$ cat src/rtl/jt1943_sdram_pkg.sv
// Shared definitions for the 1943 SDRAM controller: command encodings, FSM states, timing.
package jt1943_sdram_pkg;

  // {nCS, nRAS, nCAS, nWE}
  typedef logic [3:0] cmd_t;
  localparam cmd_t CMD_NOP   = 4'b0111;
  localparam cmd_t CMD_ACT   = 4'b0011;
  localparam cmd_t CMD_READ  = 4'b0101;
  localparam cmd_t CMD_WRITE = 4'b0100;
  localparam cmd_t CMD_PRE   = 4'b0010;
  localparam cmd_t CMD_REF   = 4'b0001;
  localparam cmd_t CMD_MRS   = 4'b0000;

  typedef enum logic [3:0] {
    ST_INIT_WAIT, ST_INIT_PRE, ST_INIT_REF1, ST_INIT_REF2, ST_INIT_MRS,
    ST_IDLE, ST_RCD, ST_RD, ST_CL, ST_CAP, ST_REF, ST_WR, ST_WR_WAIT
  } state_t;

  // Burst 1, sequential, CL2
  localparam logic [12:0] MODE_REG = 13'b000_0_00_010_0_000;

  localparam int TRCD = 2;
  localparam int TRFC = 7;
  localparam int TWRP = 4;

  // Column address with A10 set so every access auto-precharges.
  function automatic logic [12:0] col_ap(input logic [8:0] col);
    return {3'b001, 1'b0, col};
  endfunction

endpackage

$ cat src/rtl/jt1943_sdram_init.sv
// SDRAM power-up sequencer: idle wait, precharge all, two refreshes, mode register load.
module jt1943_sdram_init
  import jt1943_sdram_pkg::*;
#(
  parameter int INIT_WAIT = 9600
) (
  input  logic        clk,
  input  logic        rst,
  output cmd_t        cmd_o,
  output logic [12:0] a_o,
  output logic        done_o,
  output state_t      state_o
);

  state_t      state_q;
  cmd_t        cmd_q;
  logic [12:0] a_q;
  logic [15:0] cnt_q;
  logic        done_q;

  // In each post-command state cnt_q counts the NOPs still owed before the next command.
  always_ff @(posedge clk) begin
    if (rst) begin
      state_q <= ST_INIT_WAIT;
      cmd_q   <= CMD_NOP;
      a_q     <= '0;
      cnt_q   <= '0;
      done_q  <= 1'b0;
    end else begin
      cmd_q <= CMD_NOP;
      a_q   <= '0;
      case (state_q)
        ST_INIT_WAIT:
          if (cnt_q == 16'(INIT_WAIT - 1)) begin
            cmd_q   <= CMD_PRE;
            a_q     <= 13'h0400;
            cnt_q   <= 16'd2;
            state_q <= ST_INIT_PRE;
          end else cnt_q <= cnt_q + 16'd1;
        ST_INIT_PRE:
          if (cnt_q == '0) begin
            cmd_q   <= CMD_REF;
            cnt_q   <= 16'(TRFC);
            state_q <= ST_INIT_REF1;
          end else cnt_q <= cnt_q - 16'd1;
        ST_INIT_REF1:
          if (cnt_q == '0) begin
            cmd_q   <= CMD_REF;
            cnt_q   <= 16'(TRFC);
            state_q <= ST_INIT_REF2;
          end else cnt_q <= cnt_q - 16'd1;
        ST_INIT_REF2:
          if (cnt_q == '0) begin
            cmd_q   <= CMD_MRS;
            a_q     <= MODE_REG;
            cnt_q   <= 16'd2;
            state_q <= ST_INIT_MRS;
          end else cnt_q <= cnt_q - 16'd1;
        ST_INIT_MRS:
          if (cnt_q == '0) begin
            done_q  <= 1'b1;
            state_q <= ST_IDLE;
          end else cnt_q <= cnt_q - 16'd1;
        ST_IDLE: done_q <= 1'b1;
        default: state_q <= ST_INIT_WAIT;
      endcase
    end
  end

  assign cmd_o   = cmd_q;
  assign a_o     = a_q;
  assign done_o  = done_q;
  assign state_o = state_q;

endmodule

$ cat src/rtl/jt1943_sdram.sv
// Single-word SDRAM controller behind the 1943 ROM slot sequencer: reads in play,
// writes plus periodic refresh during ROM download.
module jt1943_sdram
  import jt1943_sdram_pkg::*;
#(
  parameter int INIT_WAIT  = 9600,
  parameter int REF_PERIOD = 740
) (
  input  logic        clk,
  input  logic        rst,
  output logic        loop_rst,
  input  logic        sdram_re,
  input  logic [21:0] sdram_addr,
  input  logic        autorefresh,
  output logic [15:0] data_read,
  input  logic        downloading,
  input  logic [21:0] prog_addr,
  input  logic [15:0] prog_data,
  input  logic [1:0]  prog_mask,
  input  logic        prog_we,
  output logic        prog_rdy,
  input  logic [15:0] SDRAM_DQ_in,
  output logic [15:0] SDRAM_DQ_out,
  output logic        SDRAM_DQ_oe,
  output logic [12:0] SDRAM_A,
  output logic [1:0]  SDRAM_BA,
  output logic        SDRAM_DQML,
  output logic        SDRAM_DQMH,
  output logic        SDRAM_nCS,
  output logic        SDRAM_nRAS,
  output logic        SDRAM_nCAS,
  output logic        SDRAM_nWE,
  output logic        SDRAM_CKE,
  output state_t      dbg_state
);

  // Handshakes: any edge on sdram_re differing from re_q is one read/refresh request,
  // acknowledged only by re_q catching up on acceptance; prog_we is a one-clock strobe
  // held in pend_q until served, and prog_rdy pulses for one clock once the write is done.

  cmd_t        init_cmd;
  logic [12:0] init_a;
  logic        init_done;
  state_t      init_state;

  jt1943_sdram_init #(.INIT_WAIT(INIT_WAIT)) u_init (
    .clk     (clk),
    .rst     (rst),
    .cmd_o   (init_cmd),
    .a_o     (init_a),
    .done_o  (init_done),
    .state_o (init_state)
  );

  state_t      state_q;
  cmd_t        cmd_q;
  logic [12:0] a_q;
  logic [1:0]  dqm_q;
  logic        dq_oe_q, prog_rdy_q, re_q, pend_q, op_write_q;
  logic [15:0] dq_out_q, data_read_q, pend_data_q, op_data_q;
  logic [21:0] pend_addr_q, op_addr_q;
  logic [1:0]  pend_mask_q, op_mask_q;
  logic [2:0]  cnt_q;
  logic [15:0] ref_cnt_q;

  logic        req, ref_due, wr_req;
  logic [21:0] wr_addr;
  logic [15:0] wr_data;
  logic [1:0]  wr_mask;

  assign req     = sdram_re != re_q;
  assign ref_due = ref_cnt_q == 16'(REF_PERIOD);
  assign wr_req  = pend_q | prog_we;
  assign wr_addr = pend_q ? pend_addr_q : prog_addr;
  assign wr_data = pend_q ? pend_data_q : prog_data;
  assign wr_mask = pend_q ? pend_mask_q : prog_mask;

  always_ff @(posedge clk) begin
    if (rst) begin
      state_q     <= ST_INIT_WAIT;
      cmd_q       <= CMD_NOP;
      a_q         <= '0;
      dqm_q       <= 2'b11;
      dq_oe_q     <= 1'b0;
      dq_out_q    <= '0;
      data_read_q <= '0;
      prog_rdy_q  <= 1'b0;
      re_q        <= 1'b0;
      pend_q      <= 1'b0;
      pend_addr_q <= '0;
      pend_data_q <= '0;
      pend_mask_q <= '0;
      op_write_q  <= 1'b0;
      op_addr_q   <= '0;
      op_data_q   <= '0;
      op_mask_q   <= '0;
      cnt_q       <= '0;
      ref_cnt_q   <= '0;
    end else begin
      cmd_q      <= CMD_NOP;
      dq_oe_q    <= 1'b0;
      dqm_q      <= 2'b11;
      prog_rdy_q <= 1'b0;
      if (downloading) re_q <= sdram_re;
      if (prog_we) begin
        pend_q      <= 1'b1;
        pend_addr_q <= prog_addr;
        pend_data_q <= prog_data;
        pend_mask_q <= prog_mask;
      end
      if (!downloading) ref_cnt_q <= '0;
      else if (!ref_due) ref_cnt_q <= ref_cnt_q + 16'd1;
      case (state_q)
        ST_INIT_WAIT: if (init_done) state_q <= ST_IDLE;
        ST_IDLE:
          if (downloading) begin
            // Refresh wins; a coinciding write stays pending until the next IDLE.
            if (ref_due) begin
              cmd_q     <= CMD_REF;
              ref_cnt_q <= '0;
              cnt_q     <= 3'(TRFC - 1);
              state_q   <= ST_REF;
            end else if (wr_req) begin
              pend_q     <= pend_q & prog_we;
              op_write_q <= 1'b1;
              op_addr_q  <= wr_addr;
              op_data_q  <= wr_data;
              op_mask_q  <= wr_mask;
              cmd_q      <= CMD_ACT;
              a_q        <= wr_addr[21:9];
              cnt_q      <= 3'(TRCD - 2);
              state_q    <= ST_RCD;
            end
          end else if (req) begin
            re_q <= sdram_re;
            if (autorefresh) begin
              cmd_q   <= CMD_REF;
              cnt_q   <= 3'(TRFC - 1);
              state_q <= ST_REF;
            end else begin
              op_write_q <= 1'b0;
              op_addr_q  <= sdram_addr;
              cmd_q      <= CMD_ACT;
              a_q        <= sdram_addr[21:9];
              cnt_q      <= 3'(TRCD - 2);
              state_q    <= ST_RCD;
            end
          end
        ST_RCD:
          if (cnt_q == '0) state_q <= op_write_q ? ST_WR : ST_RD;
          else cnt_q <= cnt_q - 3'd1;
        ST_RD: begin
          cmd_q   <= CMD_READ;
          a_q     <= col_ap(op_addr_q[8:0]);
          dqm_q   <= 2'b00;
          cnt_q   <= 3'd1;
          state_q <= ST_CL;
        end
        ST_CL: begin
          dqm_q <= 2'b00;
          if (cnt_q == '0) state_q <= ST_CAP;
          else cnt_q <= cnt_q - 3'd1;
        end
        ST_CAP: begin
          data_read_q <= SDRAM_DQ_in;
          state_q     <= ST_IDLE;
        end
        ST_REF:
          if (cnt_q == '0) state_q <= ST_IDLE;
          else cnt_q <= cnt_q - 3'd1;
        ST_WR: begin
          cmd_q    <= CMD_WRITE;
          a_q      <= col_ap(op_addr_q[8:0]);
          dq_oe_q  <= 1'b1;
          dq_out_q <= op_data_q;
          dqm_q    <= ~op_mask_q;
          cnt_q    <= 3'(TWRP);
          state_q  <= ST_WR_WAIT;
        end
        ST_WR_WAIT:
          if (cnt_q == '0) begin
            prog_rdy_q <= 1'b1;
            state_q    <= ST_IDLE;
          end else cnt_q <= cnt_q - 3'd1;
        default: state_q <= ST_INIT_WAIT;
      endcase
    end
  end

  cmd_t pin_cmd;
  assign pin_cmd = init_done ? cmd_q : init_cmd;

  assign {SDRAM_nCS, SDRAM_nRAS, SDRAM_nCAS, SDRAM_nWE} = pin_cmd;
  assign SDRAM_A      = init_done ? a_q : init_a;
  assign SDRAM_BA     = 2'b00;
  assign SDRAM_CKE    = 1'b1;
  assign {SDRAM_DQMH, SDRAM_DQML} = dqm_q;
  assign SDRAM_DQ_oe  = dq_oe_q;
  assign SDRAM_DQ_out = dq_out_q;
  assign data_read    = data_read_q;
  assign prog_rdy     = prog_rdy_q;
  assign loop_rst     = ~init_done;
  assign dbg_state    = init_done ? state_q : init_state;

endmodule

$ cat config.mk
export PLATFORM = sky130hd
export DESIGN_NAME = jt1943_sdram
export DESIGN_NICKNAME = d
export VERILOG_FILES = /design/src/rtl/jt1943_sdram_pkg.sv /design/src/rtl/jt1943_sdram_init.sv /design/src/rtl/jt1943_sdram.sv
export SDC_FILE = /design/constraint.sdc
export NUM_CORES = 1
export LEC_CHECK = 0
export BUFFER_PORTS_ARGS = -buffer_cell sky130_fd_sc_hd__buf_2
export CAP_MARGIN = 20
export CORE_ASPECT_RATIO = 0.9
export CORE_MARGIN = 2
export CORE_UTILIZATION = 43
export CTS_CLUSTER_DIAMETER = 30
export DETAILED_ROUTE_END_ITERATION = 12
export PLACE_DENSITY = 0.68
export SLEW_MARGIN = 0
export SYNTH_ARGS = -nofsm -noshare
export SYNTH_HDL_FRONTEND = slang
export SYNTH_SLANG_ARGS = --single-unit
$ cat constraint.sdc
create_clock -name clk -period 2.45 [get_ports clk]
set_input_delay 0.735 -clock clk [delete_from_list [all_inputs] [get_ports clk]]
set_output_delay 0.735 -clock clk [all_outputs]
set_load 0.01 [all_outputs]
==> out/metrics.cfg <==
[outcome]
status = finished, final reports clean

[power]
leakagePower_nw = 4.13
clkPwrFrac_pct = 36.3
p_comb_share_pct = 23.8
p_int_w = 0.00509
vdd.ir_drop.worst_uv = 452
power_density_nw_per_um2 = 733
switching_power_w = 0.00244
total_power_w = 0.00753
netSwitchingFraction_pct = 32.4
seqPwrFrac_pct = 39.9

[timing]
hold_violations = 0
period_minus_slack_ps = 2360
finClkSkew_ps = 14.1
slew_headroom_pct = 49.3
setup_viol = 0
fin_crit_sh_pct = 96.2
finalMaxSlewViolations = 0
grt_setup_unrepaired = yes
holdWs_ps = 451
tightest_slew_ps = 760
setup_slack_ps = 92.8
max_freq_mhz = 424

[logic_synthesis]
muxShareOfSynthArea_pct = 12.6
synth_ff_type = dfxtp_1
yosys-top-cells-area = dfxtp_1 (41%), mux2i_1 (11%), nor2_1 (7.6%)
async_flop_share_pct = 0
synth_compound_area_share_pct = 16.6
synth_top_area_share_pct = 40.7
synth.avg_cell_area_um2 = 8.21
synth_fa_ha_area_share_pct = 1.17
synth-edff-count = 0
synth.distinct_cells = 66
synth_top_family_by_area = simple AND/OR/NAND/NOR gates
yosys.area.top_type = dfxtp_1
synth_xor_area_share_pct = 1.99
synth-seq-cells = 170
syn_area_um2 = 8370
ys.warnings.count = 0
yosys.area_share.simple_pct = 22.1
ys_seq_area_share_pct = 40.7
syn_inst = 1019

[grt]
grt_max_degree = 114
grt_usage_pct = 21.5
grt_pass1_wl_mm = 35.1
grt_overflow_total = 0
grt_antenna_before_repair = 2
grt_pass1_vias = 6908

[floorplanning]
fp.coreArea_um2 = 19100
rows = 48
dieArea_um2 = 20600
die_y_um = 136
ioPinCount = 145
initial_core_util_pct = 43.8
die_w_um = 151

[setup_path]
cp.required_ps = 2740
crit_type = reg -> reg
critPathLaunchType = flip-flop
reg2reg_to = cnt_q[0]
crit_path_end_kind = flip-flop
r2r_setup_slack_ps = 90
crit_fanout = 4
cp.arrival_ps = 2650
r2r_cells = 6
rr_startpoint = ref_cnt_q[3]

[hold_path]
hp-start = op_data_q[4]
min_path_type = reg -> reg
min_delay_worst_endpoint = SDRAM_DQ_out[4]
min_path_cells = 2

[finish]
final_layout_size_suffix_gt1_share_pct = 23.8
syn2layout_area_growth_pct = 22.8
layout.nets = 1255
n_fill_cell = 1873
fin_util_pct = 53.8
final_cells = 1426
mostFrequentLayoutCells = dfxtp_1 (167), nor2_1 (167), buf_2 (139)
antenna_cells = 0

[detailed_routing]
route.vias.total = 7521
wl_per_cell_um = 15.2
route.detailed.drc = 0
totalWireLength_mm = 21.6
viasPerCell = 5.27
drt_iter0_markers = 436
first_pass_iters = 5
ant_nets = 0

[clocking]
cts_tree = built
cts_max_level = 4
cts_buffer_depth = 2
cts-root-buf = clkbuf_16
postCtsHoldBufs = 0
clk_latency_ps = 440
clk_pin_slew_worst_paths_ps = 70
cts_buffers = 17
cts.sink_count = 170

[placed_design]
portBuffers = 140
dpl_worst_slack_ps = -38.0
placed_cells = 1393
place_hpwl_mm = 15.3
gp_congestion = 0.892

[run]
drv_cap = 0

==> power by group through the flow <==
| stage | clock network [W] | registers (W) | logic (W) |
|---|---|---|---|
| after floorplan | 0 | 0.00303 | 0.00118 |
| after global placement | 0 | 0.00306 | 0.00170 |
| after detailed placement | 0 | 0.00306 | 0.00171 |
| after CTS | 0.00280 | 0.00300 | 0.00172 |
| after global routing | 0.00291 | 0.00302 | 0.00197 |
| final | 0.00273 | 0.00301 | 0.00179 |
==> Yosys cell counts (4+ instances only) <==
master,instances
a211oi_1,37
a211oi_2,9
a21boi_0,4
a21oi_1,83
a31oi_1,5
and2_1,15
buf_1,9
buf_2,5
buf_4,4
clkbuf_1,61
dfxtp_1,170
ha_1,7
inv_1,15
mux2_2,8
mux2i_1,96
nand2_1,112
nand2b_1,8
nand3_1,20
nand4_1,5
nor2_1,170
nor2b_1,7
nor3_1,14
nor3b_1,5
nor4_1,16
o211ai_1,6
o21a_1,4
o21ai_0,34
o22ai_1,4
or3_1,9
or4_1,6
xnor2_1,8
xor2_1,11
==> flip-flops by register name, indices dropped and copies added, names as in the netlist, 2 cells and up <==
signal	count
SDRAM_DQ_out	16
a_q	13
cmd_q	3
cnt_q	3
data_read	16
dqm_q	2
op_addr_q	9
op_data_q	16
op_mask_q	2
pend_addr_q	22
pend_data_q	16
pend_mask_q	2
ref_cnt_q	16
state_q	4
u_init.a_o	2
u_init.cmd_o	3
u_init.cnt_q	16
u_init.state_o	3
==> layer usage <==
metal | up-vias | global-route usage (%) | part of all wire, %
li1 | 3848 | - | -
met1 | 3427 | 30.5 | 48
met2 | 227 | 32.4 | 45
met3 | 17 | 5.94 | 6.2
met4 | 2 | 4.98 | 0.94
met5 | - | 0 | 0.088
==> stage by stage <==
step                cell area, um2  TNS [ps]
global placement              9600     -22.7
detailed placement            9600     -38.0
floorplan                     8370         0
global route                 10300     -1.40
CTS                          10200         0
finish                       10300         0
==> cell families after synthesis <==
| group | after synthesis |
|---|---|
| buffers and inverters | 97 |
| adders and majority gates | 8 |
| DFF | 170 |
| and+or+nand+nor | 406 |
| other | 2 |
| AOI/OAI and AO/OA | 213 |
| muxes | 104 |
| xor gates and xnor gates | 19 |
==> critical path, stage by stage (launching register included) <==
cell and delay, ps:
dfxtp_1 310, or4_1 600, nor4_4 340, o32ai_1 190, or3_4 440, a311oi_2 270
a2111oi_2 80
==> worst max path at each step <==
stage | endpoint | slack [ps] | startpoint
final | cnt_q[0] | 90 | ref_cnt_q[3]
after CTS | cnt_q[0] | 30 | ref_cnt_q[8]
after global placement | cnt_q[0] | -20 | ref_cnt_q[8]
after floorplan | cnt_q[0] | 90 | ref_cnt_q[8]
after detailed placement | cnt_q[0] | -40 | ref_cnt_q[8]
after global routing | op_data_q[11] | -1 | ref_cnt_q[8]
==> timing repair <==
item / CTS / global route
endpoints found under the setup margin: 10 / 46
hold endpoints to repair: 0 / 0
pin swaps: 0 / 2
setup buffers: 0 / 1
resized for setup: 2 / 13
==> cell type report <==
class	instances	area, um2	area share, %
Timing Repair Buffer	206	1260	12.3
Clock buffer	17	425	4.14
Sequential cell	170	3410	33.2
Tap cell	250	313	3.04
Inverter	15	56.3	0.548
Clock inverter	14	173	1.68
Multi-Input combinational cell	754	4640	45.1
No activity file was read; power rests on OpenSTA's default activity.
